<file path="src/rtl/uart_tx_serializer_pkg.sv">
// ---------------------------------------------------------------------------
// uart_tx_serializer_pkg
//
// Purpose: shared definitions for the UART transmit path. It holds the FSM
// state encoding, the default character width, the default baud divisor and
// the default baud counter width.
//
// Feature switches:
//   UART_TX_PARITY_EN  When defined, the transmitter adds an even-parity bit
//                      between the data bits and the stop bit. This needs a
//                      3-bit state encoding that includes ST_PARITY. When
//                      undefined, frames are plain 8N1 and the encoding is
//                      2 bits.
//
// No ports: this is a package.
// ---------------------------------------------------------------------------
package uart_tx_serializer_pkg;

  // 50 MHz system clock / 115200 baud
  localparam int unsigned DEFAULT_BAUD_DIV   = 434;
  localparam int unsigned DEFAULT_DATA_WIDTH = 8;
  localparam int unsigned DEFAULT_DIV_WIDTH  = 16;

`ifdef UART_TX_PARITY_EN
  typedef enum logic [2:0] {
    ST_IDLE   = 3'd0,
    ST_START  = 3'd1,
    ST_DATA   = 3'd2,
    ST_PARITY = 3'd3,
    ST_STOP   = 3'd4
  } tx_state_e;
`else
  typedef enum logic [1:0] {
    ST_IDLE  = 2'd0,
    ST_START = 2'd1,
    ST_DATA  = 2'd2,
    ST_STOP  = 2'd3
  } tx_state_e;
`endif

endpackage

</file>
<file path="src/rtl/uart_tx_serializer_baud_tick.sv">
// ---------------------------------------------------------------------------
// uart_baud_tick
//
// Purpose: baud-rate divider. A DIV_WIDTH-bit counter runs from 0 up to
// BAUD_DIV-1 while run_i is high, then wraps back to 0. The tick output is
// high during the terminal count. The RX sampler shares this block.
//
// Ports:
//   clk_i    in  1  system clock
//   rst_i    in  1  synchronous reset, active-high
//   run_i    in  1  count enable; while low, the counter is held at 0
//   clear_i  in  1  synchronous clear back to 0 (takes priority over run_i)
//   tick_o   out 1  high in the cycle where count = BAUD_DIV-1 while running
// ---------------------------------------------------------------------------
module uart_baud_tick
  import uart_tx_serializer_pkg::*;
#(
  parameter int unsigned DIV_WIDTH = DEFAULT_DIV_WIDTH,
  parameter int unsigned BAUD_DIV  = DEFAULT_BAUD_DIV
) (
  input  logic clk_i,
  input  logic rst_i,
  input  logic run_i,
  input  logic clear_i,
  output logic tick_o
);

  localparam logic [DIV_WIDTH-1:0] TERMINAL = DIV_WIDTH'(BAUD_DIV - 1);
  localparam logic [DIV_WIDTH-1:0] ONE      = DIV_WIDTH'(1);

  logic [DIV_WIDTH-1:0] cnt_q;
  logic [DIV_WIDTH-1:0] cnt_d;

  assign tick_o = run_i && (cnt_q == TERMINAL);

  // When the counter is stopped it sits at 0. This way the first tick after
  // the counter is started comes exactly BAUD_DIV cycles later.
  always_comb begin
    cnt_d = cnt_q;
    if (clear_i || !run_i) begin
      cnt_d = '0;
    end else if (cnt_q == TERMINAL) begin
      cnt_d = '0;
    end else begin
      cnt_d = cnt_q + ONE;
    end
  end

  always_ff @(posedge clk_i) begin
    if (rst_i) begin
      cnt_q <= '0;
    end else begin
      cnt_q <= cnt_d;
    end
  end

endmodule

</file>
<file path="src/rtl/uart_tx_serializer.sv">
// ---------------------------------------------------------------------------
// uart_tx_serializer
//
// Purpose: transmit stage of the UART. It pops characters from a
// first-word-fall-through TX FIFO and sends each one as a frame: a start bit,
// then the data bits LSB first, then a stop bit. Each bit lasts BAUD_DIV
// clocks. It also reports when it is busy.
//
// Build option: when UART_TX_PARITY_EN is defined, an even-parity bit is
// added after the data bits.
//
// Ports:
//   clk_i         in  1           system clock, rising edge
//   rst_i         in  1           synchronous reset, active-high
//   enable_i      in  1           allows a new frame to start (sampled only
//                                 in IDLE)
//   fifo_data_i   in  DATA_WIDTH  FIFO head word (valid while not empty)
//   fifo_empty_i  in  1           FIFO empty flag
//   fifo_ren_o    out 1           pop strobe, combinational, one per character
//   txd_o         out 1           serial line, registered, idles high
//   busy_o        out 1           registered, high while a frame is in flight
// ---------------------------------------------------------------------------
module uart_tx_serializer
  import uart_tx_serializer_pkg::*;
#(
  parameter int unsigned DATA_WIDTH = DEFAULT_DATA_WIDTH,
  parameter int unsigned BAUD_DIV   = DEFAULT_BAUD_DIV,
  parameter int unsigned DIV_WIDTH  = DEFAULT_DIV_WIDTH
) (
  input  logic                  clk_i,
  input  logic                  rst_i,
  input  logic                  enable_i,
  input  logic [DATA_WIDTH-1:0] fifo_data_i,
  input  logic                  fifo_empty_i,
  output logic                  fifo_ren_o,
  output logic                  txd_o,
  output logic                  busy_o
);

  localparam int unsigned       CNT_W    = $clog2(DATA_WIDTH);
  localparam logic [CNT_W-1:0]  LAST_BIT = CNT_W'(DATA_WIDTH - 1);
  localparam logic [CNT_W-1:0]  CNT_ONE  = CNT_W'(1);

  tx_state_e             state_q, state_d;
  logic [DATA_WIDTH-1:0] shift_q, shift_d;
  logic [CNT_W-1:0]      bit_cnt_q, bit_cnt_d;
  logic                  txd_q, txd_d;
  logic                  busy_q;
  logic                  pop;
  logic                  baud_tick;
  logic                  baud_run;
  logic                  baud_clear;
`ifdef UART_TX_PARITY_EN
  logic                  parity_q, parity_d;
`endif

  assign baud_run   = (state_q != ST_IDLE);
  assign baud_clear = (state_q == ST_IDLE);

  uart_baud_tick #(
    .DIV_WIDTH (DIV_WIDTH),
    .BAUD_DIV  (BAUD_DIV)
  ) u_baud_tick (
    .clk_i   (clk_i),
    .rst_i   (rst_i),
    .run_i   (baud_run),
    .clear_i (baud_clear),
    .tick_o  (baud_tick)
  );

  // The pop is gated by reset here, so a reset cycle can never consume a
  // character, even though the FSM is in IDLE.
  assign fifo_ren_o = pop & ~rst_i;
  assign txd_o      = txd_q;
  assign busy_o     = busy_q;

  // The pop and the capture into the shift register happen in the same
  // cycle, so no separate holding register is needed. txd is computed from
  // the next state, which lets the registered output follow the state with
  // no extra cycle of delay.
  always_comb begin
    state_d   = state_q;
    shift_d   = shift_q;
    bit_cnt_d = bit_cnt_q;
    pop       = 1'b0;
    txd_d     = 1'b1;
`ifdef UART_TX_PARITY_EN
    parity_d  = parity_q;
`endif

    case (state_q)
      ST_IDLE: begin
        if (enable_i && !fifo_empty_i) begin
          pop       = 1'b1;
          shift_d   = fifo_data_i;
          bit_cnt_d = '0;
          state_d   = ST_START;
`ifdef UART_TX_PARITY_EN
          parity_d  = ^fifo_data_i;
`endif
        end
      end
      ST_START: begin
        if (baud_tick) begin
          bit_cnt_d = '0;
          state_d   = ST_DATA;
        end
      end
      ST_DATA: begin
        if (baud_tick) begin
          shift_d = shift_q >> 1;
          if (bit_cnt_q == LAST_BIT) begin
            bit_cnt_d = '0;
`ifdef UART_TX_PARITY_EN
            state_d   = ST_PARITY;
`else
            state_d   = ST_STOP;
`endif
          end else begin
            bit_cnt_d = bit_cnt_q + CNT_ONE;
          end
        end
      end
`ifdef UART_TX_PARITY_EN
      ST_PARITY: begin
        if (baud_tick) begin
          state_d = ST_STOP;
        end
      end
`endif
      ST_STOP: begin
        if (baud_tick) begin
          state_d = ST_IDLE;
        end
      end
      default: begin
        state_d = ST_IDLE;
      end
    endcase

    case (state_d)
      ST_START:  txd_d = 1'b0;
      ST_DATA:   txd_d = shift_d[0];
`ifdef UART_TX_PARITY_EN
      ST_PARITY: txd_d = parity_d;
`endif
      default:   txd_d = 1'b1;
    endcase
  end

  always_ff @(posedge clk_i) begin
    if (rst_i) begin
      state_q   <= ST_IDLE;
      shift_q   <= '0;
      bit_cnt_q <= '0;
      txd_q     <= 1'b1;
      busy_q    <= 1'b0;
`ifdef UART_TX_PARITY_EN
      parity_q  <= 1'b0;
`endif
    end else begin
      state_q   <= state_d;
      shift_q   <= shift_d;
      bit_cnt_q <= bit_cnt_d;
      txd_q     <= txd_d;
      busy_q    <= (state_d != ST_IDLE);
`ifdef UART_TX_PARITY_EN
      parity_q  <= parity_d;
`endif
    end
  end

endmodule
</file>
<file path="config.mk">
export PLATFORM = sky130hd
export DESIGN_NAME = uart_tx_serializer
export DESIGN_NICKNAME = d
export VERILOG_FILES = /design/src/rtl/uart_tx_serializer_pkg.sv /design/src/rtl/uart_tx_serializer_baud_tick.sv /design/src/rtl/uart_tx_serializer.sv
export SDC_FILE = /design/constraint.sdc
export NUM_CORES = 1
export LEC_CHECK = 0
export BUFFER_PORTS_ARGS = -buffer_cell sky130_fd_sc_hd__buf_2
export CORE_MARGIN = 5
export CORE_UTILIZATION = 43
export DETAILED_ROUTE_END_ITERATION = 12
export PLACE_DENSITY_LB_ADDON = 0.1
export SYNTH_ARGS = -nofsm -noshare
export SYNTH_HDL_FRONTEND = slang
export SYNTH_SLANG_ARGS = --single-unit
</file>
<file path="constraint.sdc">
create_clock -name clk_i -period 2.2 [get_ports clk_i]
set_input_delay 0.44 -clock clk_i [delete_from_list [all_inputs] [get_ports clk_i]]
set_output_delay 0.44 -clock clk_i [all_outputs]
set_load 0.01 [all_outputs]
</file>
==> impl_metrics.toml <==
[logic_synthesis]
synth_area_leaders = "dfxtp_1 (42%), nor2_1 (9.4%), o221a_1 (4.6%)"
netlist_area_um2 = 1480
synthFlopType = "dfxtp_1"
yosysSeqAreaShare = 0.419
synthCells = 172
ys_seq_elements = 31
synth.distinct_cells = 43
synth_nets = 188
yosysTopAreaCell = "dfxtp_1"
synth.avg_cell_area_um2 = 8.61
ys_warn_count = 0
synthArstFlopShare = 0
synth_edf_count = 0
synth_top_area_share = 0.419

[cells_and_area]
area_delta_synth_final_pct = 11.8
multiInputGateArea_um2 = 817
seq_area_um2 = 621
fillCellCount = 340
final_common_cell = "nor2_1"
drive_gt1_frac = 0.164
diodes = 0
final_nets = 205
mostFrequentLayoutCells = "nor2_1 (37), dfxtp_1 (31), buf_2 (14)"

[critical_path]
r2r_cells = 6
regToRegSetupSlack_ps = 190
worstSetupStartpointType = "flip-flop"
path_class = "reg2reg"
r2r_start = "u_baud_tick.cnt_q[9]"
cp_max_fo = 11
crit_arrival_ps = 2230
end_kind = "flip-flop"
cp.required_ps = 2420
worstReg2RegEnd = "txd_o"

[placement]
numPortBuffers = 14
dp_hpwl_um = 2270
pre_cts_slack_ps = 189
gp_congestion = 0.798

[detailed_routing]
dr.pass1.iters = 4
viasPerCell = 5.27
remaining_drc_errors = 0
wl_per_cell_um = 12.8
drt-total-wl_um = 3010
num_vias = 1238
ant_nets = 0
drt_iter0_drc = 87

[sta]
final_hold_viol_count = 0
max_freq_mhz = 498
tns_ps = 0
setup_ws_ps = 191
period_minus_slack_ps = 2010
setup_viol = 0
max_slew_margin = 0.689
skew_ps = 13.4
slew_viol_final = 0
tightest_slew_ps = 465
fin_crit_sh = 0.913
rsz0062_at_grt = "false"
hold-worst-slack_ps = 459

[clocking]
clk_latency_ps = 340
hold_buffers = 0
cts_sinks = 31
cts_root_buf = "clkbuf_4"
cts_tree = "built"
postCtsSetupRepairBufs = 0
clkTransAtPathRegs_ps = 100
cts_made_buffers = 5
ctsResizeCount = 0
cts-htree-levels = 2
clock_path_buffers = 2

[outcome]
outcome = "finished clean"

[floorplan]
dieArea_um2 = 4720
ios = 15
fp.dieH_um = 68.7
row_count = 21
start_util = 0.444
core-area_um2 = 3340
die_width_um = 68.7

[global_routing]
grt_pass1_wl_um = 5130
grt_util_all_layers = 0.150
antenna_found_initial = 0
overflow = 0
grt_pass1_vias = 1183
grt_start_max_net_pins = 19

[power]
p_leak_uw = 0.000595
seqPwrFrac = 0.591
pwr-share-comb = 0.069
p_switching_uw = 239
ir_drop_mv = 0.214
power_density_nw_per_um2 = 600
p_int_uw = 755
total_power_uw = 994
p_clk_frac = 0.340
switching_share = 0.240

[hold_path]
min_from = "fifo_data_i[2]"
hp-class = "in2reg"
holdPathStages = 4
min_to = "shift_q[2]"

[run]
maxCapViolations = 0
[final cells by class]
type / instances / share of cell area
Inverter: 3 / 0.00680
Multi-Input combinational cell: 131 / 0.494
Clock buffer: 6 / 0.0310
Sequential cell: 31 / 0.375
Clock inverter: 1 / 0.00302
Timing Repair Buffer: 17 / 0.0559
Tap cell: 46 / 0.0348
[worst max-delay path, cell delays in order (launching register included)]
cell and delay (ps):
dfxtp_1 360, or4_4 580, nor4_2 290, buf_4 210, nor2_1 60, a311oi_1 300, a21oi_1 100
[flip-flops by register name, indices dropped and copies added, names as in the netlist]
register	count
u_baud_tick.cnt_q	16
shift_q	8
bit_cnt_q	3
state_q	2
busy_o	1
txd_o	1
[metrics by stage]
step                std cells  cell area (um2)   util
CTS                       235             1660  0.496
finish                    235             1660  0.496
global route              235             1660  0.496
floorplan                 172             1480      -
global placement          228             1600  0.479
detailed placement        228             1600  0.479
[power groups by stage]
| stage | registers [uW] | logic (uW) | clock network (uW) |
|---|---|---|---|
| after global routing | 590 | 78.2 | 379 |
| after global placement | 601 | 66.7 | 0 |
| after CTS | 588 | 69.0 | 353 |
| after floorplan | 596 | 48.7 | 0 |
| after detailed placement | 601 | 68.4 | 0 |
| final | 588 | 68.2 | 338 |
[worst max-delay path by stage]
stage                                    start    end  slack [ps]  depth (start not counted)
after global placement    u_baud_tick.cnt_q[9]  txd_o         270                          6
after floorplan           u_baud_tick.cnt_q[9]  txd_o         300                          6
after detailed placement  u_baud_tick.cnt_q[9]  txd_o         190                          6
final                     u_baud_tick.cnt_q[9]  txd_o         190                          6
after CTS                 u_baud_tick.cnt_q[9]  txd_o         180                          6
after global routing      u_baud_tick.cnt_q[9]  txd_o           5                          6
[cell families (layout without fill, tap and decap cells)]
kind of cell    count (synthesis)  after routing  synth area share
compound gates                 28             28             0.135
xor+xnor                       14             14            0.0828
flops                          31             31             0.419
fa+ha+maj                       4              4            0.0338
buf+inv                        10             27            0.0287
simple gates                   85             85             0.300
[cell usage after synthesis (all sizes together) (4+ instances only)]
master,count
o21ai,5
nor2,38
xor2,7
clkbuf,4
nor3,5
a21oi,10
ha,4
dfxtp,31
xnor2,7
nand2,12
nand3,5
nand4,4
o221a,6
[metal layers]
metal	vias up	GRT usage	wire (um)	share of wire
met5	-	0	0	0
met4	0	0.0670	51	0.017
met3	7	0.0551	144	0.048
met2	16	0.251	1470	0.49
met1	579	0.168	1340	0.45
li1	636	-	-	-
Note: power is estimated with default switching activity, not from simulation.
